===== src/rtl/tx_fifo_arb_pkg.sv =====
// Shared types and default sizing for the TX FIFO write arbiter.
package tx_fifo_arb_pkg;

  localparam int DEF_N_REQ     = 4;
  localparam int DEF_DATA_W    = 32;
  localparam int DEF_MAX_BURST = 16;

  typedef enum logic {
    IDLE = 1'b0,
    XFER = 1'b1
  } arb_state_e;

  function automatic int idx_w(input int n);
    return (n > 1) ? $clog2(n) : 1;
  endfunction

endpackage


===== src/rtl/tx_arb_rr_pick.sv =====
// Round-robin picker: one-hot first requester after last_owner, with wrap.
module tx_arb_rr_pick
  import tx_fifo_arb_pkg::*;
#(
  parameter  int N_REQ = DEF_N_REQ,
  localparam int IW    = idx_w(N_REQ)
) (
  input  logic [N_REQ-1:0] req,
  input  logic [IW-1:0]    last_owner,
  output logic [N_REQ-1:0] pick
);

  logic [IW:0]        shift;
  logic [N_REQ-1:0]   rot;
  logic [N_REQ-1:0]   rot_first;

  // Rotate so bit 0 is the requester right after last_owner, take the lowest
  // set bit, then rotate back.
  assign shift     = {1'b0, last_owner} + (IW+1)'(1);
  assign rot       = N_REQ'({req, req} >> shift);
  assign rot_first = rot & (~rot + N_REQ'(1));
  assign pick      = N_REQ'(({rot_first, rot_first} << shift) >> N_REQ);

endmodule


===== src/rtl/tx_fifo_wr_arbiter.sv =====
// Burst-granting round-robin arbiter that merges N_REQ beat streams into one
// FIFO write port, honouring FIFO back-pressure.
module tx_fifo_wr_arbiter
  import tx_fifo_arb_pkg::*;
#(
  parameter int N_REQ     = DEF_N_REQ,
  parameter int DATA_W    = DEF_DATA_W,
  parameter int MAX_BURST = DEF_MAX_BURST
) (
  input  logic                    clk,
  input  logic                    rst,
  input  logic [N_REQ-1:0]        req,
  input  logic [N_REQ*DATA_W-1:0] req_data,
  input  logic [N_REQ-1:0]        req_last,
  output logic [N_REQ-1:0]        req_ack,
  output logic [N_REQ-1:0]        grant,
  output logic [DATA_W-1:0]       fifo_wr_data,
  output logic                    fifo_wr_en,
  input  logic                    fifo_wr_vld,
  output logic                    busy
);

  localparam int IW = idx_w(N_REQ);
  localparam int CW = $clog2(MAX_BURST + 1);
  localparam logic [CW-1:0] CNT_LAST  = CW'(MAX_BURST - 1);
  localparam logic [IW-1:0] OWNER_RST = IW'(N_REQ - 1);

  arb_state_e       state_reg;
  logic [N_REQ-1:0] grant_reg;
  logic [IW-1:0]    last_owner_reg;
  logic [CW-1:0]    cnt_reg;

  logic [N_REQ-1:0] pick;
  logic [IW-1:0]    owner_idx;
  logic             owner_req;
  logic             owner_last;
  logic             burst_done;
  logic [DATA_W-1:0] data_terms [N_REQ];

  tx_arb_rr_pick #(
    .N_REQ(N_REQ)
  ) u_pick (
    .req        (req),
    .last_owner (last_owner_reg),
    .pick       (pick)
  );

  // grant_reg is all-zero in IDLE, so every owner-qualified term below is 0 there.
  assign owner_req  = |(req & grant_reg);
  assign owner_last = |(req_last & grant_reg);
  assign fifo_wr_en = owner_req & fifo_wr_vld;
  assign req_ack    = grant_reg & {N_REQ{fifo_wr_en}};
  assign grant      = grant_reg;
  assign busy       = (state_reg == XFER);
  assign burst_done = (fifo_wr_en & (owner_last | (cnt_reg == CNT_LAST))) | ~owner_req;

  genvar gi;
  generate
    for (gi = 0; gi < N_REQ; gi++) begin : g_data_mux
      assign data_terms[gi] = req_data[gi*DATA_W +: DATA_W] & {DATA_W{grant_reg[gi]}};
    end
  endgenerate

  always_comb begin
    fifo_wr_data = '0;
    for (int i = 0; i < N_REQ; i++) begin
      fifo_wr_data = fifo_wr_data | data_terms[i];
    end
  end

  always_comb begin
    owner_idx = '0;
    for (int i = 0; i < N_REQ; i++) begin
      if (grant_reg[i]) begin
        owner_idx = owner_idx | IW'(i);
      end
    end
  end

  always_ff @(posedge clk) begin
    if (rst) begin
      state_reg      <= IDLE;
      grant_reg      <= '0;
      last_owner_reg <= OWNER_RST;
      cnt_reg        <= '0;
    end else begin
      case (state_reg)
        IDLE: begin
          if (|req) begin
            grant_reg <= pick;
            cnt_reg   <= '0;
            state_reg <= XFER;
          end
        end
        XFER: begin
          if (fifo_wr_en) begin
            cnt_reg <= cnt_reg + CW'(1);
          end
          // Normal end and abandon share one exit path.
          if (burst_done) begin
            state_reg      <= IDLE;
            grant_reg      <= '0;
            last_owner_reg <= owner_idx;
          end
        end
        default: begin
          state_reg <= IDLE;
          grant_reg <= '0;
        end
      endcase
    end
  end

endmodule

===== config.mk =====
export PLATFORM = sky130hd
export DESIGN_NAME = tx_fifo_wr_arbiter
export DESIGN_NICKNAME = d
export VERILOG_FILES = /design/src/rtl/tx_fifo_arb_pkg.sv /design/src/rtl/tx_arb_rr_pick.sv /design/src/rtl/tx_fifo_wr_arbiter.sv
export SDC_FILE = /design/constraint.sdc
export NUM_CORES = 1
export LEC_CHECK = 0
export ABC_AREA = 1
export CAP_MARGIN = 20
export CORE_ASPECT_RATIO = 1.2
export CORE_MARGIN = 5
export CORE_UTILIZATION = 31
export CTS_CLUSTER_SIZE = 25
export DETAILED_ROUTE_END_ITERATION = 6
export GPL_ROUTABILITY_DRIVEN = 0
export PLACE_DENSITY = 0.87
export SYNTH_ARGS = -nofsm -noshare
export SYNTH_HDL_FRONTEND = slang
export SYNTH_SLANG_ARGS = --single-unit
export TNS_END_PERCENT = 10

===== constraint.sdc =====
create_clock -name clk -period 2.3 [get_ports clk]
set_input_delay 0.345 -clock clk [delete_from_list [all_inputs] [get_ports clk]]
set_output_delay 0.345 -clock clk [all_outputs]
set_load 0.02 [all_outputs]

==> impl_metrics.yaml, run 1 <==
outcome:
  outcome: "complete, no violations"
routing:
  drtAntennaViolNets: 0
  dr.first_iter.drc_count: 129
  via_count: 2893
  drc: 0
  viasPerCell: 5.18
  drt_wl_total_mm: 9.31
  routedWlPerCell_um: 16.7
  dr.pass1.iters: 5
grt:
  use_met1_pct: 29.5
  grt_pass1_wl_mm: 14.3
  grt_use_met3_pct: 4.16
  use_met2_pct: 44.6
  grt_max_degree: 38
  grtUsageTotal_pct: 24.9
  overflow: 0
  busiest_layer: "met2"
  grt_pass1_vias: 2732
  antenna_found_initial: 0
logic_synthesis:
  synth-edff-count: 0
  synth_cell_types: 29
  synthCells: 322
  synth_top_area_share_pct: 35.1
  synth_fp_nets: 464
  ys_warn_count: 0
  ys_seq_area_share_pct: 14.0
  synth_seq_cells: 12
  synth_most_common_cell: "nand2_1"
  synth_area_leader_cell: "nand2_1"
  ys_top_cells_by_count: "nand2_1 (160), nand4_1 (33), nand3_1 (27), inv_1 (14)"
  ys.flop_type: "dfxtp_1"
  netlist_top_cells_area: "nand2_1 (35%), dfxtp_1 (14%), nand4_1 (12%)"
  ys_async_sr_fraction_pct: 0
  synth_area_um2: 1710
  avgSynthCellArea_um2: 5.32
floorplan:
  fp.dieH_um: 91.4
  ios: 181
  initial_utilization_pct: 32.1
  rows: 29
  die-area_um2: 7120
  die_width_um: 77.9
  coreArea_um2: 5330
worst_setup_path:
  cp-startpoint: "grant[0]"
  critPathRequiredTime_ns: 1.96
  worstPathArrival_ns: 1.81
  reg2reg_to: "grant[2]"
  worstSetupPathType: "flip-flop to primary output"
  worstSetupEndpoint: "fifo_wr_data[16]"
  crit_path_max_fanout: 35
  r2r_cells: 11
  critPathLaunchType: "flip-flop"
  endpoint_kind: "primary output"
  rr_startpoint: "cnt_reg[0]"
  rrSetupSlack_ns: 0.58
timing:
  skew_ns: 0.00141
  post-route-period-util_pct: 93.9
  max_freq_mhz: 463
  relSlewSlack_pct: 69.9
  setup_violations: 0
  rsz0062_at_grt: "false"
  post-route-min-period_ns: 2.16
  setup_ws_ns: 0.140
  tightest_slew_ns: 0.451
  report.final.slew_viol_count: 0
  hold_viol: 0
cells_and_area:
  drive_above_1_share_pct: 7.44
  syn_to_final_growth_pct: 112
  final_util_pct: 68.2
  n_antenna_cell: 0
  layout.nets: 641
  largest_register_ffs: 5
clock_tree:
  ctsHoldBuffers: 0
  cts_setup_buffers: 0
  cts_tree: "built"
  cts-root-buf: "clkbuf_8"
  clk_pin_slew_ns: 0.05
  clk_latency_ns: 0.24
  ctsLongestPathBuffers: 2
  htree_num_levels: 1
  numCtsBuffers: 3
  cts.sinks: 12
pwr:
  p_per_area_nw_per_um2: 1060
  ir_worst_vdd_uv: 606
  power.total_uw: 3870
  p_leak_uw: 0.00146
worst_hold_path:
  hp-class: "flip-flop to flip-flop"
  hold_depth: 2
place:
  io_buffers: 180
  post-dp-hpwl_mm: 7.75
  post-place-ws_ns: -0.115
run:
  cap_violations: 0
-- worst max-delay path, stage by stage (launching register included) --
cell	delay, ns
dfxtp_1	0.34
buf_4	0.36
nand2_1	0.10
nand4_1	0.11
clkdlybuf4s50_1	0.66
-- how the worst min path moves through the flow --
stage	start	to	slack [ns]
after global placement	cnt_reg[0]	cnt_reg[0]	0.47
after detailed placement	cnt_reg[3]	cnt_reg[3]	0.48
after CTS	cnt_reg[3]	cnt_reg[3]	0.49
after global routing	cnt_reg[0]	cnt_reg[0]	0.53
final	cnt_reg[3]	cnt_reg[3]	0.49
after floorplan	cnt_reg[0]	cnt_reg[0]	0.45
-- layer usage --
layer	wire length [um]	vias up
met5	0	-
met4	300	0
met3	983	25
met2	4610	171
met1	3420	1286
li1	-	1411
-- placed cells by master, fill, tap and decap left out, types with 2 or more instances in the layout --
master           instances
nand2_4                  5
inv_2                    5
nor2_1                  12
dlygate4sd2_1            5
o21ai_2                  2
nand2_1                160
buf_4                    8
dfxtp_1                 12
clkbuf_8                 3
o211ai_1                 2
nand4_1                 33
clkdlybuf4s50_1        175
a21oi_2                  2
inv_1                   14
nand2_2                  4
a21oi_1                  8
ha_1                     3
nand3_1                 27
o22ai_1                  2
o21ai_0                  5
-- area by class of cell --
class / count / area, um^2
timing repair buffer: 190 / 1890
fill: 487 / 1700
clock buffer: 3 / 41.3
multi-input combinational: 272 / 1310
inverter: 20 / 80.1
tap: 62 / 77.6
sequential: 12 / 240
-- stage by stage --
stage	hold slack [ns]	TNS [ns]	area, um^2	std cells
after floorplan	0.447	0	1710	322
after global placement	0.468	-0.243	3600	556
after detailed placement	0.483	-0.330	3600	556
after CTS	0.491	0	3630	559
after global routing	0.526	0	3640	559
final	0.485	0	3640	559
-- power breakdown --
part	switching, uW	internal, uW	total [uW]
Clock	75.6	115	191
Sequential	81.2	262	343
Combinational	1860	1470	3330
-- kinds of logic (layout without fill, tap and decap cells) --
logic type               Yosys count  in the layout  share of synthesized area [%]
XOR/XNOR                           1              1                          0.511
adder cells (fa/ha/maj)            3              3                           2.19
buffers and inverters             38            213                           9.50
AO/OA/AOI/OAI                     23             23                           8.77
flip-flops                        12             12                           14.0
AND/OR/NAND/NOR                  245            245                           65.0
-- timing repair --
item                                    CTS  global route
endpoints found under the setup margin    5             1
endpoints found under the hold margin     0             0
gates resized for setup                   5             1
No activity file was read; power rests on OpenSTA's default activity.
==> run 2: changes to the inputs <==
--- a/config.mk
+++ b/config.mk
@@ -9,11 +9,11 @@
 export CAP_MARGIN = 20
 export CORE_ASPECT_RATIO = 1.2
 export CORE_MARGIN = 5
-export CORE_UTILIZATION = 31
+export CORE_UTILIZATION = 26
 export CTS_CLUSTER_SIZE = 25
 export DETAILED_ROUTE_END_ITERATION = 6
 export GPL_ROUTABILITY_DRIVEN = 0
-export PLACE_DENSITY = 0.87
+export PLACE_DENSITY = 0.78
 export SYNTH_ARGS = -nofsm -noshare
 export SYNTH_HDL_FRONTEND = slang
 export SYNTH_SLANG_ARGS = --single-unit
==> constraint.sdc (replaced) <==
create_clock -name clk -period 1.9 [get_ports clk]
set_input_delay 0.285 -clock clk [delete_from_list [all_inputs] [get_ports clk]]
set_output_delay 0.285 -clock clk [all_outputs]
set_load 0.02 [all_outputs]
==> run 2 against run 1 <==
  * Combinational power is 14% higher
  * Global-route usage decreased by 3.8 points
  * Power increased by 15%
  * Sequential cell count is the same
  * Clock power grew 20%
  * Non-clock buffer count is 11 higher
  * Sequential power increased by 24%
  * Core utilization down 10 points
  * Highest routed layer unchanged
==> impl_metrics.yaml, run 2 (synthesis results as in run 1) <==
outcome:
  outcome: "complete, no violations"
worst_setup_path:
  worstPathArrival_ns: 1.52
  max_stage_delay_ns: 0.47
  rr_startpoint: "cnt_reg[0]"
  cp-startpoint: "req[0]"
  cpLargestDelayFamily: "buffers and inverters"
  crit_path_max_fanout: 4
  critPathRequiredTime_ns: 1.62
  endpoint_kind: "primary output"
  worstSetupPathType: "input port to primary output"
  rrSetupSlack_ns: 0.19
  critPathLaunchType: "input port"
  crit_chain: "clkdlybuf4s50_1 -> inv_1 -> o22ai_1 -> nor2_2 -> nor2_4 -> inv_2 -> nor2_1 -> buf_2"
  crit_slowest_cell: "clkdlybuf4s50_1"
  cp_num_buf_inv: 4
timing:
  report.final.slew_viol_count: 0
  max_freq_mhz: 554
  finalSetupTns_ns: 0
  rsz0062_at_grt: "true"
  skew_ns: 0.00477
  relSlewSlack_pct: 68.4
  post-route-min-period_ns: 1.80
  setup_violations: 0
  post-route-period-util_pct: 94.9
  tightest_slew_ns: 0.474
  hold_viol: 0
cells_and_area:
  largest_register_ffs: 5
  syn_to_final_growth_pct: 117
  layout.nets: 652
  final_cell_mix: "nand2_1 (160), clkdlybuf4s50_1 (142), nand4_1 (33)"
  drive_above_1_share_pct: 10.6
  final_common_cell: "nand2_1"
  final_cells: 594
  fill_cells: 641
routing:
  dr.pass1.iters: 4
  viasPerCell: 4.83
  drc: 0
  dr.first_iter.drc_count: 126
  routedWlPerCell_um: 15.7
  via_count: 2867
  drt_wl_total_mm: 9.32
  drtAntennaViolNets: 0
floorplan:
  fp.dieH_um: 98.9
  die-area_um2: 8320
  coreArea_um2: 6410
  ios: 181
  rows: 32
  die_width_um: 84.1
  initial_utilization_pct: 26.7
grt:
  overflow: 0
  grt_pass1_wl_mm: 14.3
  grtUsageTotal_pct: 21.1
  grt_pass1_vias: 2814
  antenna_found_initial: 0
  grt_max_degree: 34
place:
  post-dp-hpwl_mm: 7.82
  io_buffers: 180
  placedCellCount: 590
clock_tree:
  cts_tree: "built"
  ctsHoldBuffers: 0
  cts.sinks: 12
  cts_setup_buffers: 0
  htree_num_levels: 1
  ctsLongestPathBuffers: 2
  numCtsBuffers: 3
  clk_latency_ns: 0.24
  clk_pin_slew_ns: 0.05
  cts-root-buf: "clkbuf_8"
worst_hold_path:
  hold_start: "cnt_reg[3]"
  hp-class: "flip-flop to flip-flop"
pwr:
  power_frac_seq_pct: 9.5
  power_frac_comb_pct: 85.3
  p_int_uw: 2010
  p_leak_uw: 0.00165
  p_sw_uw: 2440
  p_sw_share_pct: 54.8
  ir_worst_vdd_uv: 754
  pwr-share-clk_pct: 5.2
  p_per_area_nw_per_um2: 1200
  power.total_uw: 4450
run:
  cap_violations: 0
==> run 2: cell types whose count changed in the layout (fill, tap and decap cells not counted), moves of 2 or more <==
cell	before	now
clkdlybuf4s50_1	175	142
buf_2	0	3
dlymetal6s2s_1	0	2
dlygate4sd2_1	5	31
buf_4	8	19
==> run 2: cell type report <==
cell class | count | area, um^2 | share of cell area (%)
well taps | 85 | 106 | 2.86
clock buffers | 3 | 41.3 | 1.11
multi-input cells | 272 | 1310 | 35.3
diodes | 1 | 2.50 | 0.0673
inverters | 20 | 80.1 | 2.15
flip-flops and latches | 12 | 240 | 6.46
repair buffers | 201 | 1940 | 52.1
==> run 2: power by group through the flow <==
| stage | clock network [uW] | registers, uW | logic [uW] |
|---|---|---|---|
| 2_1_floorplan | 0 | 419 | 2230 |
| 3_3_place_gp | 0 | 423 | 4100 |
| 3_5_place_dp | 0 | 421 | 4150 |
| 4_1_cts | 234 | 424 | 3840 |
| 5_1_grt | 244 | 437 | 4110 |
| 6_report | 230 | 425 | 3800 |
==> run 2: stage by stage <==
stage,worst slack [ns],area (um^2),util [%],hold slack [ns]
floorplan,0.148,1710,-,0.447
global placement,-0.398,3710,57.9,0.461
detailed placement,-0.411,3710,57.9,0.481
CTS,-0.125,3720,58.0,0.493
global route,-0.0174,3710,58.0,0.516
finish,0.0961,3720,58.0,0.489
==> run 2: tightest hold or removal path: cells and delay by family, from the launching register on <==
kind / cells / cell delay, ns
DFF: 1 / 0.31
AOI/OAI and AO/OA: 1 / 0.06
and+or+nand+nor: 1 / 0.07
==> run 2: per-layer routing <==
| metal | GRT usage (%) | up-vias | part of all wire [%] |
|---|---|---|---|
| li1 | - | 1429 | - |
| met1 | 24.0 | 1281 | 38 |
| met2 | 37.7 | 135 | 49 |
| met3 | 6.10 | 22 | 10 |
| met4 | 6.93 | 0 | 3.2 |
| met5 | 0 | - | 0 |
==> run 2: what timing repair did <==
| action | CTS | global route |
|---|---|---|
| endpoints found under the setup margin | 37 | 5 |
| gates resized for setup | 52 | 7 |
| hold endpoints to repair | 0 | 0 |
==> run 2: worst paths after layout <==
kind | depth (start not counted) | end
max reg2reg | 11 | grant[3]
min | 2 | cnt_reg[3]
max | 8 | req_ack[2]
min reg2reg | 2 | cnt_reg[3]
==> run 3: changes to the inputs <==
--- a/config.mk
+++ b/config.mk
@@ -7,13 +7,13 @@
 export LEC_CHECK = 0
 export ABC_AREA = 1
 export CAP_MARGIN = 20
-export CORE_ASPECT_RATIO = 1.2
-export CORE_MARGIN = 5
-export CORE_UTILIZATION = 26
+export CORE_AREA = 5 5 68 70
 export CTS_CLUSTER_SIZE = 25
 export DETAILED_ROUTE_END_ITERATION = 6
+export DIE_AREA = 0 0 73 75
+export DONT_BUFFER_PORTS = 1
 export GPL_ROUTABILITY_DRIVEN = 0
-export PLACE_DENSITY = 0.78
+export PLACE_DENSITY = 0.61
 export SYNTH_ARGS = -nofsm -noshare
 export SYNTH_HDL_FRONTEND = slang
 export SYNTH_SLANG_ARGS = --single-unit
==> run 3 against run 2 <==
  * Critical path depth fell by 1
  * Highest routed layer unchanged
  * Fmax rose by 1.4%
  * Largest power group unchanged
  * Sequential cell count did not move
  * Critical path type is now flip-flop to primary output
  * Clock power rose by 20%
==> impl_metrics.yaml, run 3 (synthesis results as in run 1) <==
pwr:
  p_per_area_nw_per_um2: 1830
  ir_worst_vdd_uv: 782
  p_leak_uw: 0.000776
floorplan:
  die-area_um2: 5480
  ios: 181
  initial_utilization_pct: 43.8
  die_width_um: 73
  coreArea_um2: 3910
  fp.dieH_um: 75
  rows: 23
place:
  post-place-ws_ns: 0.279
  io_buffers: 0
  post-dp-hpwl_mm: 5.44
timing:
  post-route-period-util_pct: 93.7
  max_freq_mhz: 562
  post-route-min-period_ns: 1.78
  hold_viol: 0
  tightest_slew_ns: 0.457
  report.final.slew_viol_count: 0
  setup_violations: 0
  finalSetupTns_ns: 0
  relSlewSlack_pct: 69.5
  setup_ws_ns: 0.120
  skew_ns: 0.000924
worst_setup_path:
  endpoint_kind: "primary output"
  critPathLaunchType: "flip-flop"
  worstSetupPathType: "flip-flop to primary output"
  critPathRequiredTime_ns: 1.62
  crit_path_max_fanout: 4
  worstPathArrival_ns: 1.49
clock_tree:
  ctsHoldBuffers: 0
  clk_pin_slew_ns: 0.05
  clk_latency_ns: 0.23
  numCtsBuffers: 3
  cts.sinks: 12
  cts_tree: "built"
  htree_num_levels: 1
  cts_setup_buffers: 0
  cts-root-buf: "clkbuf_8"
  ctsLongestPathBuffers: 2
  ctsResizeCount: 0
cells_and_area:
  final_common_cell: "nand2_1"
  largest_register_ffs: 5
  syn_to_final_growth_pct: 8.55
  drive_above_1_share_pct: 13.7
  layout.nets: 465
  final_cell_mix: "nand2_1 (160), nand4_1 (33), nand3_1 (27)"
  n_antenna_cell: 0
  fill_cells: 428
routing:
  drtAntennaViolNets: 0
  drc: 0
  routedWlPerCell_um: 17.7
  drt_wl_total_mm: 6.57
  via_count: 2115
  viasPerCell: 5.69
  dr.pass1.iters: 4
  dr.first_iter.drc_count: 104
grt:
  grtUsageTotal_pct: 20.4
  antenna_found_initial: 0
  grt_pass1_vias: 1814
  grt_max_degree: 37
  overflow: 0
  grt_pass1_wl_mm: 8.96
run:
  cap_violations: 0
outcome:
  outcome: "complete, no violations"
worst_hold_path:
  hp-class: "input port to flip-flop"
## run 3: cell count changes in the layout (fill, tap and decap cells not counted), moves of 2 or more
cell / change
buf_12: -2
buf_2: -3
buf_4: -5
clkdlybuf4s50_1: -142
dlygate4sd2_1: -31
dlymetal6s2s_1: -2
## run 3: per-stage QoR
step / instances / power [uW] / hold WS [ns] / cell area [um^2] / util (%)
after floorplan: 322 / 2650 / 0.447 / 1710 / -
after global placement: 368 / 3130 / 0.350 / 1800 / 45.9
after detailed placement: 368 / 3130 / 0.350 / 1800 / 45.9
after CTS: 372 / 3420 / 0.104 / 1850 / 47.3
after global routing: 372 / 3680 / 0.0917 / 1860 / 47.5
final: 372 / 3400 / 0.104 / 1860 / 47.5
## run 3: per-layer routing
| layer | vias to the layer above | global-route usage (%) | routed length [um] |
|---|---|---|---|
| li1 | 1056 | - | - |
| met1 | 931 | 26.2 | 2380 |
| met2 | 114 | 33.8 | 3280 |
| met3 | 14 | 6.28 | 815 |
| met4 | 0 | 4.30 | 97 |
| met5 | - | 0 | 0 |
## run 3: worst max-delay path, stage by stage (launching register included)
cell and delay, ns:
dfxtp_1 0.34, inv_2 0.05, o22ai_2 0.17, nor2_2 0.09, nor2_4 0.22, inv_2 0.11, nor2_1 0.12, buf_4 0.16
## run 3: layout make-up
type / instances / area, um^2 / area share (%)
multi-input cells: 272 / 1320 / 70.8
inverters: 20 / 80.1 / 4.31
repair buffers: 14 / 105 / 5.65
flip-flops and latches: 12 / 240 / 12.9
clock buffers: 4 / 55.1 / 2.96
well taps: 50 / 62.6 / 3.36
## run 3: worst paths after layout
kind                    from         end  slack, ns  depth (start not counted)
hold reg to reg   cnt_reg[3]  cnt_reg[3]       0.49                          2
setup reg to reg  cnt_reg[0]    grant[0]       0.24                         11
setup / recovery    grant[0]  req_ack[0]       0.12                          7
hold / removal           rst    grant[1]       0.10                          1
## run 3: power by group
group | total (uW) | switching (uW) | internal, uW | leakage, uW
clock | 275 | 91.8 | 183 | 0.0000288
combinational | 2730 | 2010 | 718 | 0.000649
sequential | 400 | 83.3 | 316 | 0.0000981
total | 3400 | 2180 | 1220 | 0.000776
